===== config.mk =====
export PLATFORM = sky130hd
export DESIGN_NAME = if_stage_flat
export DESIGN_NICKNAME = d
export VERILOG_FILES = /design/src/rtl/if_stage_if.sv /design/src/rtl/if_stage.sv /design/src/flat_wrapper.sv
export SDC_FILE = /design/constraint.sdc
export NUM_CORES = 1
export LEC_CHECK = 0
export ABC_AREA = 1
export CELL_PAD_IN_SITES_DETAIL_PLACEMENT = 0
export CELL_PAD_IN_SITES_GLOBAL_PLACEMENT = 1
export CORE_MARGIN = 3
export CORE_UTILIZATION = 35
export DETAILED_ROUTE_END_ITERATION = 12
export PLACE_DENSITY = 0.87
export SYNTH_ARGS = -nofsm -noshare
export SYNTH_HDL_FRONTEND = slang
export SYNTH_SLANG_ARGS = --single-unit

===== constraint.sdc =====
create_clock -name clk -period 1.7 [get_ports clk]
set_clock_uncertainty 0.1 [all_clocks]
set_input_delay 0.255 -clock clk [delete_from_list [all_inputs] [get_ports clk]]
set_output_delay 0.255 -clock clk [all_outputs]
set_load 0.05 [all_outputs]

===== src/rtl/if_stage_if.sv =====
// Fetch-stage bundle: hazard/redirect controls, instruction memory handshake, IF/ID register outputs.
// The stage connects through the master modport, its environment through the slave modport.
interface if_stage_if;
  logic        PCWrite;
  logic        IFIDWrite;
  logic        branch_taken;
  logic [31:0] branch_target;
  logic        imem_req;
  logic [31:0] imem_addr;
  logic [31:0] imem_rdata;
  logic        imem_ready;
  logic [31:0] ifid_pc;
  logic [31:0] ifid_ins;
  logic        ifid_valid;

  modport master (
    input  PCWrite, IFIDWrite, branch_taken, branch_target, imem_rdata, imem_ready,
    output imem_req, imem_addr, ifid_pc, ifid_ins, ifid_valid
  );

  modport slave (
    output PCWrite, IFIDWrite, branch_taken, branch_target, imem_rdata, imem_ready,
    input  imem_req, imem_addr, ifid_pc, ifid_ins, ifid_valid
  );
endinterface


===== src/rtl/if_stage.sv =====
// RV32I fetch stage: PC, instruction memory request, one-entry stall buffer, IF/ID register; 1-cycle fetch-to-IF/ID.
// Stalls (PCWrite/IFIDWrite low) park a returned instruction in the buffer and drop the request; a branch flush overrides.
module if_stage #(
  parameter logic [31:0] RESET_PC = 32'h0000_0000,
  parameter logic [31:0] NOP_INS  = 32'h0000_0013
) (
  input  logic       clk,
  input  logic       rst_n,
  if_stage_if.master bus
);

  typedef enum logic {WAIT, BUF} state_t;

  state_t      state;
  logic [31:0] pc;
  logic [31:0] buf_ins;
  logic        req;
  logic [31:0] ifid_pc;
  logic [31:0] ifid_ins;
  logic        ifid_valid;

  logic        go;
  logic        avail;
  logic [31:0] ins;

  // A mismatched PCWrite/IFIDWrite pair is conservatively a stall.
  assign go    = bus.PCWrite & bus.IFIDWrite;
  assign avail = (state == BUF) | (req & bus.imem_ready);
  assign ins   = (state == BUF) ? buf_ins : bus.imem_rdata;

  always_ff @(posedge clk or negedge rst_n) begin
    if (!rst_n) begin
      pc         <= RESET_PC;
      state      <= WAIT;
      buf_ins    <= 32'h0;
      req        <= 1'b0;
      ifid_pc    <= 32'h0;
      ifid_ins   <= NOP_INS;
      ifid_valid <= 1'b0;
    end else if (bus.branch_taken) begin
      pc         <= bus.branch_target;
      state      <= WAIT;
      req        <= 1'b1;
      ifid_pc    <= 32'h0;
      ifid_ins   <= NOP_INS;
      ifid_valid <= 1'b0;
    end else if (avail && go) begin
      pc         <= pc + 32'd4;
      state      <= WAIT;
      req        <= 1'b1;
      ifid_pc    <= pc;
      ifid_ins   <= ins;
      ifid_valid <= 1'b1;
    end else if (avail) begin
      // Park the returned instruction; in BUF everything simply holds.
      if (state == WAIT) begin
        buf_ins <= bus.imem_rdata;
        state   <= BUF;
        req     <= 1'b0;
      end
    end else begin
      req <= 1'b1;
      if (bus.IFIDWrite) begin
        ifid_pc    <= pc;
        ifid_ins   <= NOP_INS;
        ifid_valid <= 1'b0;
      end
    end
  end

  assign bus.imem_req   = req;
  assign bus.imem_addr  = pc;
  assign bus.ifid_pc    = ifid_pc;
  assign bus.ifid_ins   = ifid_ins;
  assign bus.ifid_valid = ifid_valid;

endmodule


===== src/flat_wrapper.sv =====
// flat-port wrapper written by rule: the top's interface ports become plain ports
module if_stage_flat 
#(
  parameter logic [31:0] RESET_PC = 32'h0000_0000,
  parameter logic [31:0] NOP_INS  = 32'h0000_0013
)
  (clk, rst_n, bus_PCWrite, bus_IFIDWrite, bus_branch_taken, bus_branch_target, bus_imem_rdata, bus_imem_ready, bus_imem_req, bus_imem_addr, bus_ifid_pc, bus_ifid_ins, bus_ifid_valid);
  if_stage_if bus_i ();
  input  logic clk;
  input  logic rst_n;
  input wire logic [$bits(bus_i.PCWrite)-1:0] bus_PCWrite;
  input wire logic [$bits(bus_i.IFIDWrite)-1:0] bus_IFIDWrite;
  input wire logic [$bits(bus_i.branch_taken)-1:0] bus_branch_taken;
  input wire logic [$bits(bus_i.branch_target)-1:0] bus_branch_target;
  input wire logic [$bits(bus_i.imem_rdata)-1:0] bus_imem_rdata;
  input wire logic [$bits(bus_i.imem_ready)-1:0] bus_imem_ready;
  output wire logic [$bits(bus_i.imem_req)-1:0] bus_imem_req;
  output wire logic [$bits(bus_i.imem_addr)-1:0] bus_imem_addr;
  output wire logic [$bits(bus_i.ifid_pc)-1:0] bus_ifid_pc;
  output wire logic [$bits(bus_i.ifid_ins)-1:0] bus_ifid_ins;
  output wire logic [$bits(bus_i.ifid_valid)-1:0] bus_ifid_valid;
  assign bus_i.PCWrite = bus_PCWrite;
  assign bus_i.IFIDWrite = bus_IFIDWrite;
  assign bus_i.branch_taken = bus_branch_taken;
  assign bus_i.branch_target = bus_branch_target;
  assign bus_i.imem_rdata = bus_imem_rdata;
  assign bus_i.imem_ready = bus_imem_ready;
  assign bus_imem_req = bus_i.imem_req;
  assign bus_imem_addr = bus_i.imem_addr;
  assign bus_ifid_pc = bus_i.ifid_pc;
  assign bus_ifid_ins = bus_i.ifid_ins;
  assign bus_ifid_valid = bus_i.ifid_valid;
  if_stage #(.RESET_PC(RESET_PC), .NOP_INS(NOP_INS)) u_core (.clk(clk), .rst_n(rst_n), .bus(bus_i));
endmodule

==> results of run 1 <==
worst max path at each step:
| stage | from | endpoint | slack, ns | cells past startpoint |
|---|---|---|---|---|
| 6_report | u_core.bus.imem_addr[3]$_DFFE_PN0P_ | u_core.bus.imem_addr[16]$_DFFE_PN0P_ | 0.11 | 8 |
| 5_1_grt | u_core.bus.imem_req$_DFFE_PN0P_ | u_core.bus.ifid_ins[2]$_DFFE_PN0P_ | -0.01 | 7 |
| 4_1_cts | u_core.bus.imem_addr[2]$_DFFE_PN0P_ | u_core.bus.imem_addr[20]$_DFFE_PN0P_ | 0.02 | 8 |
| 3_5_place_dp | bus_imem_ready | u_core.bus.ifid_ins[2]$_DFFE_PN0P_ | -0.19 | 8 |
| 3_3_place_gp | bus_imem_ready | u_core.bus.ifid_pc[13]$_DFFE_PN0P_ | -0.12 | 8 |
| 2_1_floorplan | u_core.bus.imem_addr[12]$_DFFE_PN0P_ | u_core.bus.imem_addr[21]$_DFFE_PN0P_ | 0.001 | 9 |
worst max-delay path, cell delays in order (launching register included):
cell	delay, ns
dfrtp_2	0.41
ha_4	0.15
buf_4	0.11
nand3_1	0.10
nor2_1	0.22
nand3_1	0.15
xor2_1	0.16
nand2_1	0.05
nand2_1	0.04
synth_stat cells:
cell and number:
buf_2 13, nand3_1 23, inv_1 82, buf_6 3, nor2_4 1, clkinv_1 1
dfstp_2 3, o21ai_0 67, a22o_1 14, ha_1 1, a21oi_1 5, nand2_1 328
clkbuf_1 15, dfrtp_1 128, xnor2_1 1, o31ai_1 28, inv_2 2, a21oi_2 1
xor2_1 9, nor2_2 2, o21bai_1 1, nor2_1 66, a31oi_1 13, buf_4 5
and2_1 1, o211ai_1 7, o22ai_1 1, buf_1 2
flip-flops by register name, summed over array words and instances (netlist names):
signal,flops
u_core.bus.imem_addr,32
u_core.bus.imem_req,1
u_core.state,1
u_core.bus.ifid_ins,32
u_core.buf_ins,32
u_core.bus.ifid_pc,32
u_core.bus.ifid_valid,1
routing by layer:
metal | up-vias | share of wire | track usage
li1 | 2996 | - | -
met1 | 2786 | 0.48 | 0.264
met2 | 155 | 0.46 | 0.294
met3 | 13 | 0.055 | 0.0485
met4 | 0 | 0.011 | 0.0479
met5 | - | 0 | 0
repair_timing:
item / 4_1_cts / 5_1_grt
endpoints found under the hold margin: 129 / 0
buffers inserted: 0 / 2
setup endpoints to repair: 2 / 15
pin swaps: 1 / 4
gates resized for setup: 1 / 15
hold buffers: 1 / 0
layout make-up:
cell class / instances / area share
Multi-Input combinational cell: 569 / 0.284
Tap cell: 225 / 0.0302
Clock inverter: 13 / 0.0194
Inverter: 85 / 0.0342
Timing Repair Buffer: 208 / 0.230
Clock buffer: 19 / 0.0485
Sequential cell: 131 / 0.353
power by group through the flow:
stage          clock [mW]  sequential (mW)  combinational, mW
2_1_floorplan           0             4.48              0.767
3_3_place_gp            0             3.83               2.51
3_5_place_dp            0             3.83               2.54
4_1_cts              4.00             3.79               2.55
5_1_grt              4.15             3.84               2.75
6_report             3.94             3.79               2.54
metrics by stage:
step | cells | total power, mW | cell area [um^2] | hold slack [ns]
6_report | 1250 | 10.3 | 9330 | 0.137
5_1_grt | 1250 | 10.7 | 9330 | 0.134
4_1_cts | 1248 | 10.3 | 9270 | 0.121
3_5_place_dp | 1215 | 6.38 | 8620 | 0.0612
3_3_place_gp | 1215 | 6.34 | 8620 | 0.0572
2_1_floorplan | 823 | 5.24 | 6410 | -0.141
cells by family (layout without fill, tap and decap cells):
kind of cell / count (synthesis) / after routing / share of synthesized area
AND/OR/NAND/NOR: 421 / 421 / 0.255
AO/OA/AOI/OAI: 137 / 137 / 0.133
buffers and inverters: 123 / 325 / 0.0815
XOR/XNOR: 10 / 10 / 0.0137
adder cells (fa/ha/maj): 1 / 1 / 0.00196
flip-flops: 131 / 131 / 0.515
cell usage in the layout, fill, tap and decap left out, drive strengths merged, types with 6 or more instances in the layout:
cell type	netlist	final
inv	84	85
a21oi	6	6
xor2	9	9
clkdlybuf4s50	0	67
clkbuf	15	19
buf	23	140
o21ai	67	67
dfrtp	128	128
o211ai	7	7
a31oi	13	13
nand3	23	23
o31ai	28	28
nor2	69	69
nand2	328	328
a22o	14	14
==> results_dict.tcl, run 1 <==
set metrics [dict create \
    grt_pass1_wl_um 29900 \
    antenna_found_initial 0 \
    wl_um 18600 \
    hold_viol 0 \
    avgSynthCellArea_um2 7.75 \
    io_buffers 167 \
    syn_nets 894 \
    ant_nets 0 \
    p_switching_mw 3.27 \
    dieWidth_um 141 \
    syn_inst 823 \
    setup_viol 0 \
    htreeDepth 4 \
    drt-initial-drc-count 354 \
    drive_gt1_frac 0.199 \
    cp_max_fo 4 \
    cp.arrival_ns 1.81 \
    grt_overflow 0 \
    fill_cells 1673 \
    crit_required_ns 1.92 \
    multi_input_area_mm2 0.00265 \
    clock_power_share 0.384 \
    p_int_mw 7.00 \
    layout_min_cycle_time_ns 1.59 \
    slew_violations 0 \
    power_frac_seq 0.369 \
    tightest_slew_ns 0.363 \
    grt_pass1_vias 5760 \
    gp_congestion 0.883 \
    area_delta_synth_final_pct 46.4 \
    worstSetupStartpointType "flop" \
    io_pins 168 \
    synth.distinct_cells 28 \
    whs_endpoint "u_core.bus.imem_addr[0]$_DFFE_PN0P_" \
    ir_worst_vdd_mv 0.724 \
    max_slew_margin 0.758 \
    p_leak_nw 4.57 \
    fin_tns_setup_ns 0 \
    dp_slack_ns -0.192 \
    timing.rr.end "u_core.bus.imem_addr[16]$_DFFE_PN0P_" \
    min_path_type "in2reg" \
    dieArea_mm2 0.0199 \
    coreArea_mm2 0.0175 \
    rr_worst_depth 8 \
    clock.fmax_mhz 628 \
    root_buffer "clkbuf_16" \
    clockBufferDepth 2 \
    drc_errors 0 \
    r2r_start "u_core.bus.imem_addr[3]$_DFFE_PN0P_" \
    layout.nets 1083 \
    fin_ws_ns 0.107 \
    endpoint_kind "flop" \
    synth_area_leaders "dfrtp_1 (50%), nand2_1 (19%), o21ai_0 (5.3%), inv_1 (4.8%), nor2_1 (3.9%)" \
    vias_per_cell 4.76 \
    synth-seq-cells 131 \
    p_per_area_mw_per_mm2 1100 \
    synth_top_cell_by_area "dfrtp_1" \
    cts.clk_slew.worst_paths_ns 0.06 \
    cap_violations 0 \
    grt.total_usage 0.189 \
    outcome "finished, final reports clean" \
    post-route-util 0.532 \
    start_util 0.364 \
    seq_area_mm2 0.00330 \
    rows 48 \
    criticalPathCategory "reg2reg" \
    cts_tree "done" \
    timing.hold.worst.start "bus_branch_taken" \
    n_antenna_cell 0 \
    finalCritPeriodShare 0.937 \
    synth_area_mm2 0.00637 \
    vias 5950 \
    clock-sinks 131 \
    synth_seq_area_share 0.515 \
    clk-insertion-delay-late_ns 0.42 \
    yosysTopAreaCellShare 0.502 \
    ff2ff_setup_slack_ns 0.11 \
    cts_buffers 17 \
    holdPathStages 3 \
    p_sw_frac 0.318 \
    combPwrFrac 0.247 \
    wire_per_inst_um 14.9 \
    grt_max_degree 52 \
    dieHeight_um 141 \
    dp_hpwl_um 13500 \
    yosysWarnings 0 \
    firstDrtPassIters 7 \
]
Note: power is estimated with default switching activity, not from simulation.
==> run 2: changes to the inputs <==
- GPL_TIMING_DRIVEN: unset -> 0
==> run 2 against run 1 <==
Net effect:
- clock power decreased by 7.6%
- sequential power about the same
- global-route usage is 1.7 points higher
- critical path depth is 6 lower
- largest cell class unchanged
- largest power group is now registers
==> results_dict.tcl, run 2 (same netlist as run 1, synthesis figures left out) <==
set metrics [dict create \
    clock.fmax_mhz 589 \
    grt_max_degree 80 \
    rr_worst_depth 10 \
    drc_errors 0 \
    gp_congestion 0.876 \
    hold_viol 0 \
    vias_per_cell 4.83 \
    ir_worst_vdd_mv 0.704 \
    crit_required_ns 1.34 \
    timing.rr.end "u_core.bus.imem_addr[22]$_DFFE_PN0P_" \
    drive_gt1_frac 0.151 \
    clock-sinks 131 \
    rsz0062_at_grt "true" \
    dp_hpwl_um 14700 \
    wire_per_inst_um 16.0 \
    dieWidth_um 141 \
    vias 6066 \
    seq_area_mm2 0.00330 \
    rows 48 \
    final_common_cell "nand2_1" \
    r2r_start "u_core.bus.imem_addr[3]$_DFFE_PN0P_" \
    cp_cell_sequence "buf_4, clkdlybuf4s15_2" \
    layout_min_cycle_time_ns 1.70 \
    slew_violations 0 \
    outcome "finished, final reports clean" \
    critPathBufInv 2 \
    firstDrtPassIters 4 \
    holdPathStages 3 \
    placement.cell_area_mm2 0.00838 \
    cts.clk_slew.worst_paths_ns 0.06 \
    grt_pass1_wl_um 32200 \
    grt.total_usage 0.206 \
    cp.arrival_ns 1.34 \
    final_cell_mix "nand2_1 (322), dfrtp_1 (116), inv_1 (79)" \
    post-route-util 0.522 \
    cp_slowest_cell "dfrtp_2" \
    min_path_type "in2reg" \
    whs_endpoint "u_core.bus.imem_addr[0]$_DFFE_PN0P_" \
    antenna_found_initial 0 \
    p_leak_nw 4.41 \
    cts_buffers 17 \
    io_pins 168 \
    cap_violations 0 \
    ant_nets 0 \
    clockBufferDepth 2 \
    tightest_slew_ns 0.667 \
    n_antenna_cell 0 \
    max_stage_delay_ns 0.44 \
    clk-insertion-delay-late_ns 0.43 \
    start_util 0.364 \
    htreeDepth 4 \
    crit_family "buffers and inverters" \
    cts_tree "done" \
    p_per_area_mw_per_mm2 1070 \
    wl_um 20000 \
    finalCritPeriodShare 0.999 \
    criticalPathCategory "reg2out" \
    stdcell_area_mm2 0.00915 \
    root_buffer "clkbuf_16" \
    fill_cells 1728 \
    dieArea_mm2 0.0199 \
    multi_input_area_mm2 0.00271 \
    endpoint_kind "primary output" \
    setup_viol 0 \
    layout.nets 1089 \
    dieHeight_um 141 \
    area_delta_synth_final_pct 43.6 \
    drt-initial-drc-count 396 \
    worstSetupStartpointType "flop" \
    whs_ns 0.260 \
    max_slew_margin 0.556 \
    grt_pass1_vias 5922 \
    io_buffers 166 \
    cp_max_fo 4 \
    finalPower_mw 9.76 \
    timing.hold.worst.start "bus_branch_target[0]" \
    coreArea_mm2 0.0175 \
    ff2ff_setup_slack_ns 0.09 \
    grt_overflow 0 \
]
[run 2: how the worst max path moves through the flow]
stage / startpoint / endpoint / slack [ns] / cells past startpoint
CTS: u_core.bus.ifid_ins[1]$_DFFE_PN1P_ / bus_ifid_ins[1] / -0.002 / 1
global placement: rst_n / u_core.bus.imem_req$_DFFE_PN0P_ / -5.71 / 1
floorplan: u_core.bus.imem_addr[12]$_DFFE_PN0P_ / u_core.bus.imem_addr[21]$_DFFE_PN0P_ / 0.001 / 9
finish: u_core.bus.imem_addr[3]$_DFFE_PN0P_ / bus_imem_addr[3] / 0.002 / 2
global route: u_core.bus.imem_addr[3]$_DFFE_PN0P_ / bus_imem_addr[3] / -0.03 / 2
detailed placement: bus_imem_ready / u_core.bus.imem_addr[4]$_DFFE_PN0P_ / -0.60 / 8
[run 2: what timing repair did]
action,in CTS,in global routing
setup buffers,6,3
setup endpoints to repair,192,155
hold buffers,1,0
endpoints found under the hold margin,52,0
gates cloned,0,0
resized for setup,197,86
pin swaps,4,11
[run 2: power breakdown]
part | switching (mW) | total [mW] | leakage, nW | internal, mW
Sequential | 0.268 | 3.77 | 1.64 | 3.50
Combinational | 1.58 | 2.35 | 2.49 | 0.768
Clock | 1.44 | 3.64 | 0.273 | 2.20
[run 2: layout make-up]
cell class | instances | area share
sequential | 131 | 0.360
inverter | 85 | 0.0351
multi-input combinational | 569 | 0.296
clock inverter | 12 | 0.0144
buffer | 37 | 0.0279
tap | 225 | 0.0308
clock buffer | 20 | 0.0488
timing repair buffer | 177 | 0.187
[run 2: metrics by stage]
| stage | setup TNS (ns) | setup WS, ns | instances |
|---|---|---|---|
| 6_report | 0 | 0.00244 | 1256 |
| 5_1_grt | -0.0394 | -0.0299 | 1256 |
| 4_1_cts | -0.00206 | -0.00206 | 1254 |
| 3_5_place_dp | -47.42 | -0.598 | 1215 |
| 3_3_place_gp | -723.58 | -5.71 | 1214 |
| 2_1_floorplan | 0 | 0.00150 | 823 |
[run 2: worst min-delay path, cell delays in order]
cell and delay [ns]:
clkdlybuf4s50_1 0.39, nand2_1 0.06, nand2_1 0.04
[run 2: routing by layer]
layer	wire length (um)	vias to the layer above	GRT usage	part of all wire
met1	9530	2888	0.296	0.48
li1	-	3018	-	-
met3	1170	10	0.0533	0.058
met2	9200	150	0.317	0.46
met5	0	-	0	0
met4	131	0	0.0433	0.0065
==> run 3: changes to the inputs <==
- CELL_PAD_IN_SITES_DETAIL_PLACEMENT: 0 -> unset
- CELL_PAD_IN_SITES_GLOBAL_PLACEMENT: 1 -> unset
- CORE_UTILIZATION: 35 -> 40
- PLACE_DENSITY: 0.87 -> 0.75
==> run 3 against run 2 <==
Net effect:
- sequential share of layout area up 0.20 points
- critical endpoint unchanged
- sequential power about the same
- count of clock-buffer cells in the layout fell by 2
- the flow now finishes with violations (setup timing)
- highest routed layer unchanged
- non-clock buffer count fell by 1
==> results_dict.tcl, run 3 (same netlist as run 1, synthesis figures left out) <==
set metrics [dict create \
    slew_violations 0 \
    drt-initial-drc-count 435 \
    cp_cell_sequence "buf_4, clkdlybuf4s15_2" \
    criticalPathCategory "reg2out" \
    finalPower_mw 9.91 \
    p_sw_frac 0.335 \
    timing.hold.worst.start "bus_branch_taken" \
    coreArea_mm2 0.0154 \
    crit_required_ns 1.34 \
    grt_max_degree 70 \
    dieHeight_um 132 \
    holdPathStages 4 \
    tightest_slew_ns 0.762 \
    seq_area_mm2 0.00330 \
    io_pins 168 \
    r2r_start "u_core.bus.imem_addr[2]$_DFFE_PN0P_" \
    layout.nets 1088 \
    io_buffers 166 \
    whs_endpoint "u_core.buf_ins[23]$_DFFE_PN0P_" \
    ant_nets 0 \
    dieArea_mm2 0.0175 \
    cp_slowest_cell "dfrtp_2" \
    grt_pass1_wl_um 32100 \
    max_stage_delay_ns 0.44 \
    violations "setup timing" \
    drive_gt1_frac 0.146 \
    p_per_area_mw_per_mm2 1090 \
    max_slew_margin 0.492 \
    hold_viol 0 \
    fin_tns_setup_ns -0.00000266 \
    startpoint "u_core.bus.imem_addr[3]$_DFFE_PN0P_" \
    cts_tree "done" \
    ff2ff_setup_slack_ns 0.02 \
    clock.fmax_mhz 588 \
    vias 6147 \
    worstSetupStartpointType "flop" \
    ir_worst_vdd_mv 0.710 \
    antenna_found_initial 0 \
    clock-sinks 131 \
    final_cell_mix "nand2_1 (321), dfrtp_1 (116), inv_1 (81)" \
    finalCritPeriodShare 1.00 \
    p_leak_nw 4.42 \
    vias_per_cell 4.95 \
    whs_ns 0.168 \
    firstDrtPassIters 5 \
    critPathBufInv 2 \
    clk-insertion-delay-late_ns 0.42 \
    endpoint_kind "primary output" \
    combPwrFrac 0.237 \
    drc_errors 0 \
    power_frac_seq 0.381 \
    p_int_mw 6.58 \
    rows 45 \
    start_util 0.415 \
    multi_input_area_mm2 0.00268 \
    p_switching_mw 3.32 \
    area_delta_synth_final_pct 42.8 \
    dp_hpwl_um 14200 \
    rsz0062_at_grt "true" \
    grt_pass1_vias 6036 \
    crit_family "buffers and inverters" \
    cp_max_fo 4 \
    cp.arrival_ns 1.35 \
    gp_congestion 0.914 \
    min_path_type "in2reg" \
    n_antenna_cell 0 \
    layout_min_cycle_time_ns 1.70 \
    clockBufferDepth 2 \
    final_common_cell "nand2_1" \
    grt_overflow 0 \
    clock_power_share 0.382 \
    wire_per_inst_um 16.0 \
    dieWidth_um 132 \
    outcome "complete, but fails checks" \
    cts_buffers 17 \
    root_buffer "clkbuf_16" \
    setup_viol 1 \
    wl_um 19800 \
    cts.clk_slew.worst_paths_ns 0.06 \
    grt.total_usage 0.231 \
    cap_violations 0 \
    timing.rr.end "u_core.bus.imem_addr[20]$_DFFE_PN0P_" \
    fin_ws_ns -0.00000266 \
    rr_worst_depth 8 \
    htreeDepth 4 \
    fill_cells 1337 \
]
run 3: cell types whose count changed in the layout (fill, tap and decap cells not counted), moves of 3 or more:
cell	before	now
buf_6	8	4
clkbuf_4	5	9
nor2_1	54	58
clkinv_4	0	4
dlygate4sd2_1	27	30
run 3: worst register-to-register path, delay by kind of cell (launching register included):
kind | cells | cell delay (ns)
AO/OA/AOI/OAI | 1 | 0.25
adder cells (fa/ha/maj) | 1 | 0.16
flip-flops | 1 | 0.42
AND/OR/NAND/NOR | 6 | 0.64
run 3: cell type report:
cell class / count / area share
plain buffers: 37 / 0.0267
clock buffers: 18 / 0.0471
clock inverters: 14 / 0.0197
inverters: 85 / 0.0353
multi-input cells: 569 / 0.295
flip-flops and latches: 131 / 0.362
well taps: 211 / 0.0290
repair buffers: 176 / 0.185
run 3: power groups by stage:
stage | clock network [mW] | registers, mW | logic [mW]
final | 3.78 | 3.78 | 2.34
after global routing | 3.95 | 3.82 | 2.54
after CTS | 3.83 | 3.77 | 2.31
after detailed placement | 0 | 3.82 | 2.37
after global placement | 0 | 3.82 | 2.33
after floorplan | 0 | 4.48 | 0.767
run 3: timing repair:
| action | 4_1_cts | 5_1_grt |
|---|---|---|
| hold buffers | 1 | 0 |
| resized for setup | 195 | 70 |
| setup buffers | 4 | 4 |
| hold endpoints to repair | 68 | 0 |
| pin swaps | 2 | 5 |
| endpoints found under the setup margin | 189 | 150 |
run 3: per-layer routing:
metal,routed length [um],vias up,share of wire,global-route usage
li1,-,3004,-,-
met1,8960,2894,0.45,0.320
met2,9120,218,0.46,0.361
met3,1320,31,0.066,0.0531
met4,418,0,0.021,0.0803
met5,0,-,0,0
run 3: worst max-delay path by stage:
stage                     cells after the start  slack [ns]                                    to
final                                         2   -0.000003                      bus_imem_addr[3]
after global placement                        1       -5.52  u_core.bus.imem_addr[11]$_DFFE_PN0P_
after floorplan                               9       0.001  u_core.bus.imem_addr[21]$_DFFE_PN0P_
after detailed placement                      8       -0.51    u_core.bus.ifid_ins[9]$_DFFE_PN0P_
after global routing                         10       -0.07  u_core.bus.imem_addr[30]$_DFFE_PN0P_
after CTS                                     8      0.0006     u_core.bus.ifid_pc[7]$_DFFE_PN0P_
run 3: through the flow:
stage               cell area [um^2]  setup WS [ns]   util  instances
global route                    9100        -0.0690  0.592       1241
finish                          9100    -0.00000266  0.592       1241
floorplan                       6410        0.00150      -        823
CTS                             9020       0.000559  0.587       1238
detailed placement              8360         -0.512  0.544       1201
global placement                8330          -5.52  0.542       1200
